[src/rtl/uart_pkg.sv]
// Shared constants, FSM state types and host opcodes for the UART command receiver.
package uart_pkg;

    localparam int unsigned CLKS_PER_BIT_DEF = 434;
    localparam logic [7:0]  SYNC_BYTE_DEF    = 8'hA5;

    localparam logic [7:0] OP_FFT_ENABLE = 8'h01;
    localparam logic [7:0] OP_ACC_RANGE  = 8'h02;
    localparam logic [7:0] OP_DECIMATE   = 8'h03;

    typedef enum logic [2:0] {
        IDLE,
        START,
        DATA,
        STOP,
        BREAK
    } byte_state_e;

    typedef enum logic [2:0] {
        P_SYNC,
        P_OP,
        P_DHI,
        P_DLO,
        P_CHK
    } pkt_state_e;

endpackage

[src/rtl/uart_rx_byte.sv]
// 8N1 byte receiver: 2-flop synchroniser, mid-bit sampling FSM, framing check.
module uart_rx_byte
    import uart_pkg::*;
#(
    parameter int unsigned CLKS_PER_BIT = CLKS_PER_BIT_DEF
) (
    input  logic       clk,
    input  logic       rst,
    input  logic       rx,
    output logic [7:0] rx_byte,
    output logic       rx_byte_valid,
    output logic       frame_err,
    output logic       busy
);

    localparam int unsigned CW = $clog2(CLKS_PER_BIT);
    localparam logic [CW-1:0] HALF_M1 = CW'(CLKS_PER_BIT / 2 - 1);
    localparam logic [CW-1:0] FULL_M1 = CW'(CLKS_PER_BIT - 1);

    byte_state_e state_q, state_d;
    logic          sync1_q, sync2_q;
    logic [CW-1:0] cnt_q, cnt_d;
    logic [2:0]    bit_q, bit_d;
    logic [7:0]    shift_q, shift_d;
    logic [7:0]    rx_byte_q, rx_byte_d;
    logic          valid_q, valid_d;
    logic          ferr_q, ferr_d;

    always_comb begin
        state_d   = state_q;
        cnt_d     = cnt_q + 1'b1;
        bit_d     = bit_q;
        shift_d   = shift_q;
        rx_byte_d = rx_byte_q;
        valid_d   = 1'b0;
        ferr_d    = 1'b0;
        case (state_q)
            IDLE: begin
                cnt_d = '0;
                if (!sync2_q) state_d = START;
            end
            START: begin
                if (cnt_q == HALF_M1) begin
                    cnt_d   = '0;
                    bit_d   = '0;
                    state_d = sync2_q ? IDLE : DATA;
                end
            end
            DATA: begin
                if (cnt_q == FULL_M1) begin
                    cnt_d   = '0;
                    shift_d = {sync2_q, shift_q[7:1]};
                    bit_d   = bit_q + 1'b1;
                    if (bit_q == 3'd7) state_d = STOP;
                end
            end
            STOP: begin
                if (cnt_q == FULL_M1) begin
                    cnt_d = '0;
                    if (sync2_q) begin
                        valid_d   = 1'b1;
                        rx_byte_d = shift_q;
                        state_d   = IDLE;
                    end else begin
                        ferr_d  = 1'b1;
                        state_d = BREAK;
                    end
                end
            end
            BREAK: begin
                cnt_d = '0;
                if (sync2_q) state_d = IDLE;
            end
            default: state_d = IDLE;
        endcase
    end

    always_ff @(posedge clk or posedge rst) begin
        if (rst) begin
            sync1_q   <= 1'b1;
            sync2_q   <= 1'b1;
            state_q   <= IDLE;
            cnt_q     <= '0;
            bit_q     <= '0;
            shift_q   <= '0;
            rx_byte_q <= '0;
            valid_q   <= 1'b0;
            ferr_q    <= 1'b0;
        end else begin
            sync1_q   <= rx;
            sync2_q   <= sync1_q;
            state_q   <= state_d;
            cnt_q     <= cnt_d;
            bit_q     <= bit_d;
            shift_q   <= shift_d;
            rx_byte_q <= rx_byte_d;
            valid_q   <= valid_d;
            ferr_q    <= ferr_d;
        end
    end

    assign rx_byte       = rx_byte_q;
    assign rx_byte_valid = valid_q;
    assign frame_err     = ferr_q;
    assign busy          = (state_q != IDLE);

endmodule

[src/rtl/uart_cmd_rx.sv]
// 5-byte command packet receiver (sync, opcode, data hi, data lo, xor checksum)
// built on uart_rx_byte, with an inter-byte silence timeout.
module uart_cmd_rx
    import uart_pkg::*;
#(
    parameter int unsigned CLKS_PER_BIT = CLKS_PER_BIT_DEF,
    parameter logic [7:0]  SYNC_BYTE    = SYNC_BYTE_DEF,
    parameter int unsigned TIMEOUT_BITS = 20
) (
    input  logic        sys_clock,
    input  logic        reset,
    input  logic        UART_RX,
    output logic        cmd_valid,
    output logic [7:0]  cmd_opcode,
    output logic [15:0] cmd_data,
    output logic        rx_byte_valid,
    output logic [7:0]  rx_byte,
    output logic        frame_err,
    output logic        chk_err
);

    localparam int unsigned TO_LIMIT = TIMEOUT_BITS * CLKS_PER_BIT;
    localparam int unsigned TW       = $clog2(TO_LIMIT + 1);
    localparam logic [TW-1:0] TO_LAST = TW'(TO_LIMIT - 1);

    logic byte_busy;

    uart_rx_byte #(
        .CLKS_PER_BIT(CLKS_PER_BIT)
    ) u_rx_byte (
        .clk          (sys_clock),
        .rst          (reset),
        .rx           (UART_RX),
        .rx_byte      (rx_byte),
        .rx_byte_valid(rx_byte_valid),
        .frame_err    (frame_err),
        .busy         (byte_busy)
    );

    pkt_state_e pkt_q, pkt_d;
    logic [7:0]    op_sh_q, op_sh_d;
    logic [7:0]    hi_sh_q, hi_sh_d;
    logic [7:0]    lo_sh_q, lo_sh_d;
    logic [7:0]    opcode_q, opcode_d;
    logic [15:0]   data_q, data_d;
    logic          cmd_valid_q, cmd_valid_d;
    logic          chk_err_q, chk_err_d;
    logic [TW-1:0] to_cnt_q, to_cnt_d;
    logic          timeout;

    always_comb begin
        pkt_d       = pkt_q;
        op_sh_d     = op_sh_q;
        hi_sh_d     = hi_sh_q;
        lo_sh_d     = lo_sh_q;
        opcode_d    = opcode_q;
        data_d      = data_q;
        cmd_valid_d = 1'b0;
        chk_err_d   = 1'b0;
        to_cnt_d    = '0;
        timeout     = 1'b0;

        // Silence is only counted between bytes of a partially received packet.
        if (pkt_q != P_SYNC && !byte_busy) begin
            if (to_cnt_q == TO_LAST) timeout = 1'b1;
            else                     to_cnt_d = to_cnt_q + 1'b1;
        end

        if (rx_byte_valid) begin
            case (pkt_q)
                P_SYNC: if (rx_byte == SYNC_BYTE) pkt_d = P_OP;
                P_OP: begin
                    op_sh_d = rx_byte;
                    pkt_d   = P_DHI;
                end
                P_DHI: begin
                    hi_sh_d = rx_byte;
                    pkt_d   = P_DLO;
                end
                P_DLO: begin
                    lo_sh_d = rx_byte;
                    pkt_d   = P_CHK;
                end
                P_CHK: begin
                    if (rx_byte == (op_sh_q ^ hi_sh_q ^ lo_sh_q)) begin
                        cmd_valid_d = 1'b1;
                        opcode_d    = op_sh_q;
                        data_d      = {hi_sh_q, lo_sh_q};
                    end else begin
                        chk_err_d = 1'b1;
                    end
                    pkt_d = P_SYNC;
                end
                default: pkt_d = P_SYNC;
            endcase
        end

        if (frame_err || timeout) pkt_d = P_SYNC;
    end

    always_ff @(posedge sys_clock or posedge reset) begin
        if (reset) begin
            pkt_q       <= P_SYNC;
            op_sh_q     <= '0;
            hi_sh_q     <= '0;
            lo_sh_q     <= '0;
            opcode_q    <= '0;
            data_q      <= '0;
            cmd_valid_q <= 1'b0;
            chk_err_q   <= 1'b0;
            to_cnt_q    <= '0;
        end else begin
            pkt_q       <= pkt_d;
            op_sh_q     <= op_sh_d;
            hi_sh_q     <= hi_sh_d;
            lo_sh_q     <= lo_sh_d;
            opcode_q    <= opcode_d;
            data_q      <= data_d;
            cmd_valid_q <= cmd_valid_d;
            chk_err_q   <= chk_err_d;
            to_cnt_q    <= to_cnt_d;
        end
    end

    assign cmd_valid  = cmd_valid_q;
    assign cmd_opcode = opcode_q;
    assign cmd_data   = data_q;
    assign chk_err    = chk_err_q;

endmodule

[config.mk]
export PLATFORM = sky130hd
export DESIGN_NAME = uart_cmd_rx
export DESIGN_NICKNAME = d
export VERILOG_FILES = /design/src/rtl/uart_pkg.sv /design/src/rtl/uart_rx_byte.sv /design/src/rtl/uart_cmd_rx.sv
export SDC_FILE = /design/constraint.sdc
export NUM_CORES = 1
export LEC_CHECK = 0
export CAP_MARGIN = 20
export CORE_MARGIN = 8
export CORE_UTILIZATION = 55
export DETAILED_ROUTE_END_ITERATION = 6
export PLACE_DENSITY = 0.88
export SLEW_MARGIN = 5
export SYNTH_ARGS = -nofsm -noshare
export SYNTH_HDL_FRONTEND = slang
export SYNTH_SLANG_ARGS = --single-unit
[constraint.sdc]
create_clock -name sys_clock -period 9.65 [get_ports sys_clock]
set_input_delay 1.93 -clock sys_clock [delete_from_list [all_inputs] [get_ports sys_clock]]
set_output_delay 1.93 -clock sys_clock [all_outputs]
set_load 0.02 [all_outputs]
==> impl_metrics.yaml <==
cells_and_area:
  area_delta_synth_final_pct: 14.4
  fill_cells: 583
  drive_gt1_share_pct: 23.0
  seq_area_um2: 2550
  nets: 404
  antenna_cells: 0
  multi_input_area_um2: 1930
  final_cells: 505
worst_setup_path:
  crit_path_end_kind: "output port"
  crit_start: "u_rx_byte.rx_byte[7]"
  worst_r2r_startpoint: "u_rx_byte.rx_byte[3]"
  regToRegSetupSlack_ns: 6.99
  reg2reg_to: "cmd_data[1]"
  crit_type: "reg2out"
  crit_chain: "clkdlybuf4s50_1"
  worstPathArrival_ns: 1.55
  cp_top_family: "buffers and inverters"
  cp.required_ns: 7.72
  slowest_delay_ns: 0.69
  cp-start-kind: "flip-flop"
  path_depth: 1
  crit_fanout: 7
  worstRegToRegCells: 5
  path_buf_inv: 1
  slowest_stage: "clkdlybuf4s50_1"
  crit_end: "rx_byte[7]"
run:
  cap_violations: 0
cts:
  clk_latency_ns: 0.36
  cts_max_level: 3
  cts_tree: "built"
  holdBufCountCts: 0
  post_cts_resized: 0
  cts-root-buf: "clkbuf_8"
  clockBufferDepth: 2
  cts.sinks: 102
  clk_pin_slew_ns: 0.10
  cts_made_buffers: 9
  cts_setup_buffers: 0
run_status:
  outcome: "completed"
synth:
  synth-xor-area-share_pct: 8.25
  yosysUniqueCellTypes: 39
  synthCells: 355
  syn_avg_cell_area_um2: 12.9
  synth_common_cells: "dfrtp_1 (100), mux2_2 (45), nor2_1 (37)"
  synth_area_leaders: "dfrtp_1 (55%), mux2_2 (11%), mux2_4 (6.3%)"
  yosysTopAreaCell: "dfrtp_1"
  synth_mux_area_share_pct: 17.6
  synth-edff-count: 0
  synth_compound_area_share_pct: 2.47
  syn_nets: 364
  synth-simple-area-share_pct: 12.4
  synth_async_sr_flop_share_pct: 100
  synth_area_um2: 4560
  yosysTopAreaCellShare_pct: 54.8
  yosys.cell_count.top_type: "dfrtp_1"
  synth_seq_cells: 102
  ys_seq_area_share_pct: 56.0
  synthAdderAreaFrac_pct: 1.64
  synth_top_family_by_area: "multiplexers"
  synth_warnings: 0
  synth_flop_cell: "dfrtp_1"
sta:
  setup_violations: 0
  clock-skew-final_ns: 0.0150
  rsz0062_at_grt: "false"
  timing.final.crit_share_pct: 36.1
  worstMarginPinSlew_ns: 0.949
  fmax_ghz: 0.287
  final-hold-violation-count: 0
  whs_ns: 0.365
  slew_violations: 0
  tns_ns: 0
  period_needed_ns: 3.48
  relSlewSlack_pct: 36.7
die:
  initial_core_util_pct: 56.1
  core_area_um2: 8130
  die_w_um: 107
  rows: 33
  die_y_um: 107
  die_area_um2: 11500
  ios: 39
global_route:
  grt_first_pass_wirelength_mm: 14.4
  grt_max_degree: 79
  grt_pass1_vias: 2849
  antenna_found_initial: 0
  grt_use_total_pct: 15.6
  overflow: 0
placed_design:
  place_inst: 489
  dp_hpwl_mm: 5.97
  gp_congestion: 0.813
  numPortBuffers: 38
detailed_routing:
  routed_wl_mm: 8.70
  wl_per_cell_um: 17.2
  drt-pass1-iter-count: 4
  num_vias: 2811
  vias_per_cell: 5.57
  antenna_left: 0
  drt_iter0_markers: 162
  drc: 0
min_path:
  hold_path.class: "reg2reg"
  hp-start: "u_rx_byte.sync1_q"
power_and_ir_drop:
  p_leak_nw: 2.48
  ir_drop_mv: 0.0642
  power_mw: 0.694
  power.density_nw_per_um2: 133
[through the flow]
| stage | util, % | setup slack [ns] | area (um2) |
|---|---|---|---|
| floorplan | - | 5.05 | 4560 |
| global placement | 61.9 | 6.13 | 5030 |
| detailed placement | 61.9 | 6.08 | 5030 |
| CTS | 64.2 | 6.15 | 5220 |
| global route | 64.2 | 6.13 | 5220 |
| finish | 64.2 | 6.17 | 5220 |
[area by class of cell]
class	count	share of cell area (%)
Multi-Input combinational cell	236	37.0
Clock buffer	10	2.64
Tap cell	105	2.52
Clock inverter	6	0.982
Sequential cell	102	48.9
Timing Repair Buffer	39	7.43
Inverter	7	0.551
[flip-flops by register name (all words and copies together) (netlist names), 3 cells and up]
register           count
cmd_data              16
to_cnt_q              14
u_rx_byte.cnt_q        9
cmd_opcode             8
hi_sh_q                8
lo_sh_q                8
op_sh_q                8
u_rx_byte.rx_byte      8
u_rx_byte.shift_q      8
pkt_q                  3
u_rx_byte.bit_q        3
u_rx_byte.state_q      3
[how the worst min path moves through the flow]
stage	endpoint	cells past startpoint
2_1_floorplan	u_rx_byte.sync2_q	0
3_3_place_gp	u_rx_byte.sync2_q	0
3_5_place_dp	u_rx_byte.sync2_q	0
4_1_cts	u_rx_byte.sync2_q	0
5_1_grt	u_rx_byte.sync2_q	0
6_report	u_rx_byte.sync2_q	0
[placed cells by master (no fill, tap or decap), types with 6 or more instances in the layout]
master	instances
clkbuf_8	10
clkdlybuf4s50_1	38
dfrtp_1	100
ha_1	6
inv_1	6
mux2_2	45
mux2_4	19
nand2_1	12
nand3_1	14
nor2_1	37
nor2b_1	7
nor3_1	6
xnor2_1	25
xor2_1	18
[routing by layer]
layer	vias to the layer above	GRT usage (%)	share of wire (%)
met2	49	26.3	52
met1	1446	19.5	43
met4	0	6.03	1.5
li1	1307	-	-
met3	9	2.70	3.5
met5	-	0	0
[power by group]
group	internal (mW)	switching, mW
sequential	0.428	0.000520
combinational	0.00115	0.00821
clock	0.105	0.152
[logic make-up after synthesis]
logic type,count (synthesis)
AO/OA/AOI/OAI,16
multiplexers,65
buffers and inverters,17
flip-flops,102
adder cells (fa/ha/maj),6
AND/OR/NAND/NOR,106
XOR/XNOR,43
Note: power is estimated with default switching activity, not from simulation.
